[src/rtl/peripheral_uart_rfifo_gen_wb.sv]
// rtl/peripheral_uart_rfifo_gen_wb.sv - UART receive FIFO with per-entry status flags and trigger level
// First-word-fall-through storage with exact occupancy and flagged-entry counts.
module peripheral_uart_rfifo_gen_wb #(
  parameter int DATA_W = 8,
  parameter int FLAG_W = 3,
  parameter int DEPTH  = 16,
  parameter int PTR_W  = 4,
  parameter int CNT_W  = 5
) (
  input  logic                     clk,
  input  logic                     wb_rst_i,
  input  logic                     push,
  input  logic                     pop,
  input  logic [DATA_W+FLAG_W-1:0] data_in,
  input  logic                     fifo_reset,
  input  logic                     reset_status,
  input  logic [CNT_W-1:0]         thr,
  output logic [DATA_W+FLAG_W-1:0] data_out,
  output logic [CNT_W-1:0]         count,
  output logic                     empty,
  output logic                     full,
  output logic                     trigger,
  output logic                     overrun,
  output logic [CNT_W-1:0]         err_count,
  output logic                     error_bit
);

  localparam int W = DATA_W + FLAG_W;
  localparam logic [CNT_W-1:0] DEPTH_C = CNT_W'(DEPTH);

  logic [W-1:0]     mem [DEPTH];
  logic [PTR_W-1:0] top_q, top_d;
  logic [PTR_W-1:0] bottom_q, bottom_d;
  logic [CNT_W-1:0] count_q, count_d;
  logic [CNT_W-1:0] err_count_q, err_count_d;
  logic             overrun_q, overrun_d;

  logic             push_ok, pop_ok, drop;
  logic             in_flagged, head_flagged;
  logic [CNT_W-1:0] thr_eff;

  assign empty     = (count_q == '0);
  assign full      = (count_q == DEPTH_C);
  assign count     = count_q;
  assign err_count = err_count_q;
  assign error_bit = (err_count_q != '0);
  assign overrun   = overrun_q;
  assign data_out  = empty ? '0 : mem[bottom_q];

  // A pop on a full FIFO frees the slot the simultaneous push lands in.
  assign pop_ok       = pop & ~empty;
  assign push_ok      = push & (~full | pop_ok);
  assign drop         = push & ~push_ok;
  assign in_flagged   = |data_in[FLAG_W-1:0];
  assign head_flagged = |data_out[FLAG_W-1:0];

  always_comb begin
    thr_eff = thr;
    if (thr == '0) begin
      thr_eff = CNT_W'(1);
    end else if (thr > DEPTH_C) begin
      thr_eff = DEPTH_C;
    end
  end

  assign trigger = (count_q >= thr_eff);

  always_comb begin
    top_d       = top_q;
    bottom_d    = bottom_q;
    count_d     = count_q;
    err_count_d = err_count_q;
    overrun_d   = overrun_q;
    if (push_ok) begin
      top_d = top_q + PTR_W'(1);
    end
    if (pop_ok) begin
      bottom_d = bottom_q + PTR_W'(1);
    end
    if (push_ok && !pop_ok) begin
      count_d = count_q + CNT_W'(1);
    end else if (!push_ok && pop_ok) begin
      count_d = count_q - CNT_W'(1);
    end
    if ((push_ok && in_flagged) && !(pop_ok && head_flagged)) begin
      err_count_d = err_count_q + CNT_W'(1);
    end else if (!(push_ok && in_flagged) && (pop_ok && head_flagged)) begin
      err_count_d = err_count_q - CNT_W'(1);
    end
    if (reset_status) begin
      overrun_d = 1'b0;
    end else if (drop) begin
      overrun_d = 1'b1;
    end
  end

  always_ff @(posedge clk) begin
    if (wb_rst_i || fifo_reset) begin
      top_q       <= '0;
      bottom_q    <= '0;
      count_q     <= '0;
      err_count_q <= '0;
      overrun_q   <= 1'b0;
    end else begin
      top_q       <= top_d;
      bottom_q    <= bottom_d;
      count_q     <= count_d;
      err_count_q <= err_count_d;
      overrun_q   <= overrun_d;
    end
  end

  // Storage is deliberately left out of reset.
  always_ff @(posedge clk) begin
    if (!wb_rst_i && !fifo_reset && push_ok) begin
      mem[top_q] <= data_in;
    end
  end

endmodule
[config.mk]
export PLATFORM = sky130hd
export DESIGN_NAME = peripheral_uart_rfifo_gen_wb
export DESIGN_NICKNAME = d
export VERILOG_FILES = /design/src/rtl/peripheral_uart_rfifo_gen_wb.sv
export SDC_FILE = /design/constraint.sdc
export NUM_CORES = 1
export LEC_CHECK = 0
export ABC_AREA = 0
export BUFFER_PORTS_ARGS = -buffer_cell sky130_fd_sc_hd__clkbuf_2
export CAP_MARGIN = 10
export CORE_MARGIN = 5
export CORE_UTILIZATION = 60
export CTS_BUF_LIST = sky130_fd_sc_hd__clkbuf_4
export CTS_CLUSTER_SIZE = 12
export DETAILED_ROUTE_END_ITERATION = 10
export PLACE_DENSITY = 0.77
export SETUP_SLACK_MARGIN = 0.02
export SYNTH_ARGS = -nofsm -noshare
export SYNTH_HDL_FRONTEND = slang
export SYNTH_SLANG_ARGS = --single-unit
[constraint.sdc]
create_clock -name clk -period 3.9 [get_ports clk]
set_input_delay 0.195 -clock clk [delete_from_list [all_inputs] [get_ports clk]]
set_output_delay 0.195 -clock clk [all_outputs]
set_load 0.005 [all_outputs]
# Yosys cells after proc, flatten, opt, wreduce, memory -nomap -nowiden

Memory sizes are Yosys's and may differ from the RTL's. A register that Yosys moved wholly into a read port is not among the register bits.
Index checks and enable logic that the tools add are counted.

Output and inout port bits: 26
Bits in registers: 19
RAM bits: 176
Bits of input ports: 22
Memories: 1

Bitwise gates (word level): 7
Add/subtract/negate cells: 6
Order comparisons: 2
Equal/unequal tests: 1
Mux-type cells: 11
Reductions and logical operators: 23

Memory list:

| name | depth | bits a word | read ports | clocked after Yosys merged registers in | wr ports | line | source |
|---|---|---|---|---|---|---|---|
| mem  | 16    | 11          | 1          | 1                                       | 1        | 31   | `logic [W-1:0] mem [DEPTH];` |

Operators by type and width:

| operator              | number |
|---|---|
| $mux W5               | 6 |
| $mux W11              | 1 |
| $add A5 B1 Y5 const B | 2 |
| $logic_not A5 Y1      | 2 |
| $sub A5 B1 Y5 const B | 2 |
| $add A4 B1 Y4 const B | 2 |
| $logic_and A1 B1 Y1   | 8 |
| $mux W4               | 2 |
| $logic_not A1 Y1      | 6 |
| $reduce_or A3 Y1      | 2 |
| $eq A5 B5 Y1 const B  | 1 |
| $ge A5 B5 Y1          | 1 |
| $gt A5 B5 Y1 const B  | 1 |
| $reduce_bool A5 Y1    | 1 |
| $reduce_bool A2 Y1    | 2 |
| $and A1 B1 Y1         | 3 |
| $not A1 Y1            | 3 |
| $mux W1               | 2 |
| $reduce_or A2 Y1      | 1 |
| $logic_or A1 B1 Y1    | 1 |
| $or A1 B1 Y1          | 1 |

# Depth between registers and ports, before layout

Gate-level depths: netlist (run 1).

Depth in word-level cells: 10
Depth in mapped cells: 14
Depth with buffers taken out: 12

# Worst setup path after synthesis (run 1)

OpenSTA, ideal clock, no wires.

Path kind: register to register
From: reg (tool-made name)
To: reg err_count_q[4], in the netlist err_count[4]
Path buffers: 2
Arrival: 3.232 ns
Library setup time: 0.071 ns
Slack: 0.597 ns
Stages on the path, launching flop included: 15
Cells stage by stage: dfxtp_1 > clkbuf_1 > buf_1 > mux4_2 > a22oi_1 > nand3_1 > o311ai_1 > ha_1 > inv_1 > fa_1 > a21o_1 > a21oi_1 > xnor2_1 > or3_1 > a21oi_1

RTL lines:

| element              | line | source |
|---|---|---|
| to (signal assigned) | 108  | `err_count_q <= err_count_d;` |
| to (decl)            | 35   | `logic [CNT_W-1:0] err_count_q, err_count_d;` |

==> results of run 1 <==
worst paths after layout:
check / start / to / depth (start not counted)
worst min register to register: err_count[4] / err_count[4] / 2
worst max register to register: register / err_count[4] / 11
worst min-delay path: data_in[7] / mem[7][7] / 1
worst max-delay path: register / err_count[4] / 11
registers in the layout, summed over array words and instances, names as in the netlist, named ones only:
name and count:
err_count 5, mem 176, top_q 4, bottom_q 4
count 5, overrun 1
per-stage QoR:
stage / worst slack (ps) / hold slack (ps) / instance area [µm²] / std cells / utilization
after global routing: 27.3 / 17.1 / 8920 / 701 / 0.674
final: 241 / 46.9 / 8920 / 701 / 0.674
after detailed placement: 233 / 366 / 8620 / 662 / 0.651
after CTS: 198 / 3.94 / 8890 / 700 / 0.672
after floorplan: 597 / 274 / 8090 / 436 / -
after global placement: 288 / 360 / 8620 / 662 / 0.651
worst max-delay path: stages (launching register included):
cell and delay (ps):
dfxtp_1 710, mux4_2 380, mux4_2 510, o311ai_1 350, ha_1 260, inv_1 110
fa_1 410, a21o_1 170, a21oi_1 160, xnor2_1 90, or3_1 310, a21oi_1 140
report_power, final:
part	switching [mW]	total (mW)	internal, mW
registers	0.0358	2.37	2.34
clock network	0.618	0.885	0.268
logic	0.292	0.569	0.277
total	0.945	3.83	2.88
cells by family (layout without fill, tap and decap cells):
family	Yosys count	count (layout)	share of synthesized area
AO/OA/AOI/OAI	30	30	0.0240
XOR/XNOR	13	13	0.0141
adder cells (fa/ha/maj)	20	20	0.0328
buffers and inverters	30	119	0.0187
flip-flops	199	199	0.710
multiplexers	57	57	0.152
AND/OR/NAND/NOR	87	87	0.0479
cell type report:
cell class	instances	area, µm²
Timing Repair Buffer	76	498
Multi-Input combinational cell	207	2190
Inverter	11	41.3
Clock buffer	21	158
Fill cell	912	4320
Sequential cell	199	5750
Tap cell	176	220
Clock inverter	11	60.1
layer usage:
metal  GRT usage  vias to the layer above  wire (µm)
met5           0                        -          0
met4      0.0656                        0        209
met3      0.0415                       16       1200
met2       0.343                      169       8170
met1       0.274                     2087       5970
li1            -                     1873          -
placed cells by master (no fill, tap or decap), types with 3 or more instances in the layout:
cell type	Yosys	layout
ha_1	18	18
clkbuf_4	0	21
dfxtp_1	23	21
o21ai_0	3	3
xor2_1	6	6
mux4_2	53	53
clkbuf_2	0	47
buf_4	0	21
a21oi_1	11	11
nor2_1	41	41
inv_1	11	11
xnor2_1	7	7
clkinv_2	0	3
or3_1	4	4
dlygate4sd3_1	0	6
a31oi_1	3	3
nand2_1	16	16
clkinvlp_4	0	4
nor3_1	3	3
edfxtp_1	176	176
clkinv_1	0	4
mux2i_1	4	4
a21o_1	8	8
and2_1	9	9
nand3_1	8	8
what timing repair did:
item | 4_1_cts | 5_1_grt
hold endpoints to repair | 31 | 0
gates resized for setup | 0 | 0
hold buffers | 6 | 0
buffers inserted | 0 | 0
setup endpoints to repair | 0 | 1
==> run metrics, run 1 <==
Syn Area/Cell=18.6 µm²; status=finished, final reports clean; maximum net fanout on the critical path=9; DRC violation total after the first TritonRoute iteration=383; most frequent cells after synthesis=176 x edfxtp_1, 53 x mux4_2, 41 x nor2_1; share of async-settable or async-resettable flops after synthesis=0; ratio of cells with drive above 1 in the final layout=0.295; peak ir drop on the vdd network=0.194 mV; HPWL Detailed=9870 µm; sequential element share of the synthesized area=0.710; kind of capture point of the worst setup path=register; number of warnings reported in the yosys synthesis log=0; post-route ant nets=0; maximum number of pins on one net before global-route repair=25; critical path class=reg -> reg; number of flip-flops and latches in the synthesized netlist=199; number of buffers created by CTS=17; total number of placement rows=42; Worst-path clk slew=140 ps; clock latency reported for the late side of the worst-skew pair=560 ps; highest attainable clock frequency=273 MHz; placer congestion estimate=0.861; count leader, synth=edfxtp_1; actual slew at the worst max-slew pin=740 ps; setup TNS=0 ps; Bufs on Longest Clock Path=2; number of search-and-repair iterations in the first detailed-routing pass=5; cell count after synthesis=436; area of the die=0.0159 mm²; leading cell types by total area after synthesis=edfxtp_1 65%, mux4_2 15%, dfxtp_1 5.7%; CP Data Required Time=4390 ps; number of enable-type register cells in the synthesized netlist=176; Via density=5.91; Fin Clk Skew=16.5 ps; initial antenna violation count=0; Hold Vio Cnt, Final=0; total number of clock tree sinks=199; number of distinct library cell variants in the gate-level netlist after synthesis=32; headroom to the max-slew limit=0.502; area growth from synthesis to final layout=10.2%; per-cell routed wire length=22.2 µm; area of the core=0.0132 mm²; Net count, final=554; via count of the first global-routing pass=4231; Pwr per Cell Area=429 mW/mm²; max_cap viols=0; Mapped Area=0.00809 mm²; total length of routed wires=15600 µm; drc violations=0; biggest area consumer among synthesized cells=edfxtp_1; number of pins exceeding their max-slew limit in the final report=0; chip height=126 µm; Static Leak=3.02 nW; total of buffers placed on input and output ports=47; setup repair after global routing missed its margin=false; classification of the worst-slack hold path=in -> reg; Most used DFF post-synth=edfxtp_1; deepest level of the CTS H-tree=4; worst endpoint data arrival time=4150 ps; count of endpoints failing setup in the final report=0; post-layout min period=3660 ps; Vias=4145; die boundary width=126 µm; post-route fraction of the period consumed by the critical path=0.938; IO Pins=48; CTS tree=yes; power consumption=3.83 mW; residual overflow from global routing=0; antenna diode count=0; GR Util All Layers=0.205; starting density of the core=0.611; wire length of the first global-routing pass=23800 µm; Register-to-Register Setup Slack=240 ps; CTS Root Buffer Type=clkbuf_4; Post-Synthesis Net Count=478; share of the synthesized area in the top cell type=0.653; startpoint type of the worst setup path=register
Power figures use the tool's default switching activity.
==> run 2: changes to the inputs <==
--- a/config.mk
+++ b/config.mk
@@ -8,12 +8,12 @@
 export ABC_AREA = 0
 export BUFFER_PORTS_ARGS = -buffer_cell sky130_fd_sc_hd__clkbuf_2
 export CAP_MARGIN = 10
-export CORE_MARGIN = 5
-export CORE_UTILIZATION = 60
+export CORE_MARGIN = 3
+export CORE_UTILIZATION = 57
 export CTS_BUF_LIST = sky130_fd_sc_hd__clkbuf_4
 export CTS_CLUSTER_SIZE = 12
 export DETAILED_ROUTE_END_ITERATION = 10
-export PLACE_DENSITY = 0.77
+export PLACE_DENSITY = 0.76
 export SETUP_SLACK_MARGIN = 0.02
 export SYNTH_ARGS = -nofsm -noshare
 export SYNTH_HDL_FRONTEND = slang
==> constraint.sdc (replaced) <==
create_clock -name clk -period 3.27 [get_ports clk]
set_input_delay 0.1635 -clock clk [delete_from_list [all_inputs] [get_ports clk]]
set_output_delay 0.1635 -clock clk [all_outputs]
set_load 0.005 [all_outputs]
==> run 2 against run 1 <==
Clock power rose by 37%. Critical path type unchanged. Worst setup slack worse by 220 ps. Clock skew fell by 3.3 ps. Largest cell class unchanged. Critical path depth grew 2. Cell count up 4.7%. Sequential share of layout area shrank 2.3 points. Non-clock buffer count is 32 higher. Critical endpoint unchanged. Combinational power grew 30%. Largest power group unchanged. Sequential cell count unchanged. Register-to-register slack got worse by 220 ps.
==> run metrics, run 2 (synthesized netlist as in run 1, its figures left out) <==
actual slew at the worst max-slew pin=488 ps; die boundary width=125 µm; CP Data Required Time=3800 ps; number of standard cells in the layout, taps in and fillers out=734; headroom to the max-slew limit=0.674; deepest level of the CTS H-tree=4; number of buffers created by CTS=17; CTS Root Buffer Type=clkbuf_4; most frequent cells in the layout=176 x edfxtp_1, 53 x mux4_2, 47 x clkbuf_2, 47 x buf_4, 41 x nor2_1; initial antenna violation count=1; ratio of cells with drive above 1 in the final layout=0.345; worst path setup slack after routing=20.9 ps; peak ir drop on the vdd network=0.378 mV; placer congestion estimate=0.840; worst slack at placement=-199 ps; via count of the first global-routing pass=4370; total number of clock tree sinks=199; max_cap viols=0; area of the die=0.0157 mm²; cells along the critical path=buf_12, mux4_2, a22oi_2, nand3_1, o311ai_2, ha_2, inv_2, fa_2, a21o_1, a21oi_2, xnor2_1, or3_1, a21oi_1; worst endpoint data arrival time=3780 ps; Static Leak=3.19 nW; drc violations=0; Hold Vio Cnt, Final=0; maximum net fanout on the critical path=9; per-cell routed wire length=21.9 µm; chip height=125 µm; cell count after placement=681; HPWL Detailed=10400 µm; DRC violation total after the first TritonRoute iteration=439; total number of placement rows=42; residual overflow from global routing=0; Net count, final=586; master of the slowest instance on the critical path=mux4_2; Placed Instance Area=0.00876 mm²; Bufs on Longest Clock Path=2; setup TNS=0 ps; kind of capture point of the worst setup path=register; Vias=4286; stage delay of the slowest cell on the critical path=510 ps; Worst-path clk slew=150 ps; highest attainable clock frequency=308 MHz; number of pins exceeding their max-slew limit in the final report=0; total length of routed wires=16000 µm; post-route fraction of the period consumed by the critical path=0.994; GR Util All Layers=0.216; area growth from synthesis to final layout=14.4%; startpoint type of the worst setup path=register; area of the core=0.0136 mm²; wire length of the first global-routing pass=25000 µm; clock latency reported for the late side of the worst-skew pair=590 ps; maximum number of pins on one net before global-route repair=24; post-route ant nets=0; most frequent standard cell in the layout excluding fill and tap cells=edfxtp_1; starting density of the core=0.597; status=finished, final reports clean; IO Pins=48; Fin Clk Skew=13.2 ps; total of buffers placed on input and output ports=47; critical path class=reg -> reg; Post-Layout Inst Area=0.00925 mm²; CTS tree=yes; setup repair after global routing missed its margin=true; classification of the worst-slack hold path=in -> reg; count of endpoints failing setup in the final report=0; post-layout min period=3250 ps; top register by number of flip-flops=mem; Pwr per Cell Area=516 mW/mm²; number of flip-flops in the largest register=176; number of search-and-repair iterations in the first detailed-routing pass=5; power consumption=4.78 mW; Via density=5.84
## run 2: layout make-up
class,count,area (µm²)
multi-input cells,207,2230
clock inverters,15,143
diodes,1,2.50
clock buffers,17,128
well taps,176,220
flip-flops and latches,199,5750
fillers,892,4300
repair buffers,108,738
inverters,11,41.3
## run 2: repair_timing
action	in CTS	in global routing
setup endpoints to repair	2	3
pin swaps	6	2
resized for setup	8	2
buffers inserted	2	5
hold endpoints to repair	163	0
hold buffers	13	0
## run 2: final timing paths
kind	startpoint	endpoint	slack, ps	cells past startpoint
worst max register to register	register	err_count[4]	20	13
worst max-delay path	register	err_count[4]	20	13
worst min-delay path	data_in[0]	mem[2][0]	30	1
worst min register to register	err_count[4]	err_count[4]	530	2
## run 2: power breakdown
group | leakage [nW] | total [mW] | switching [mW] | internal (mW)
sequential | 1.77 | 2.83 | 0.0425 | 2.79
combinational | 1.29 | 0.741 | 0.368 | 0.373
clock | 0.133 | 1.21 | 0.813 | 0.392
## run 2: stage by stage
stage / util / hold slack [ps]
2_1_floorplan: - / 243
3_3_place_gp: 0.646 / 328
3_5_place_dp: 0.646 / 335
4_1_cts: 0.679 / 2.23
5_1_grt: 0.683 / 66.6
6_report: 0.683 / 32.0
## run 2: per-layer routing
layer,global-route usage,vias up,routed length [µm]
met3,0.0482,27,1040
met5,0,-,0
met1,0.302,2167,6560
li1,-,1934,-
met2,0.345,158,8160
met4,0.0695,0,289
## run 2: worst max-delay path: cells and delay by family (launching register included)
family,cells,cell delay (ps)
AOI/OAI and AO/OA,5,950
xor gates and xnor gates,1,80
adders and majority gates,2,580
buffers and inverters,2,210
DFF,1,440
muxes,1,510
and+or+nand+nor,2,420
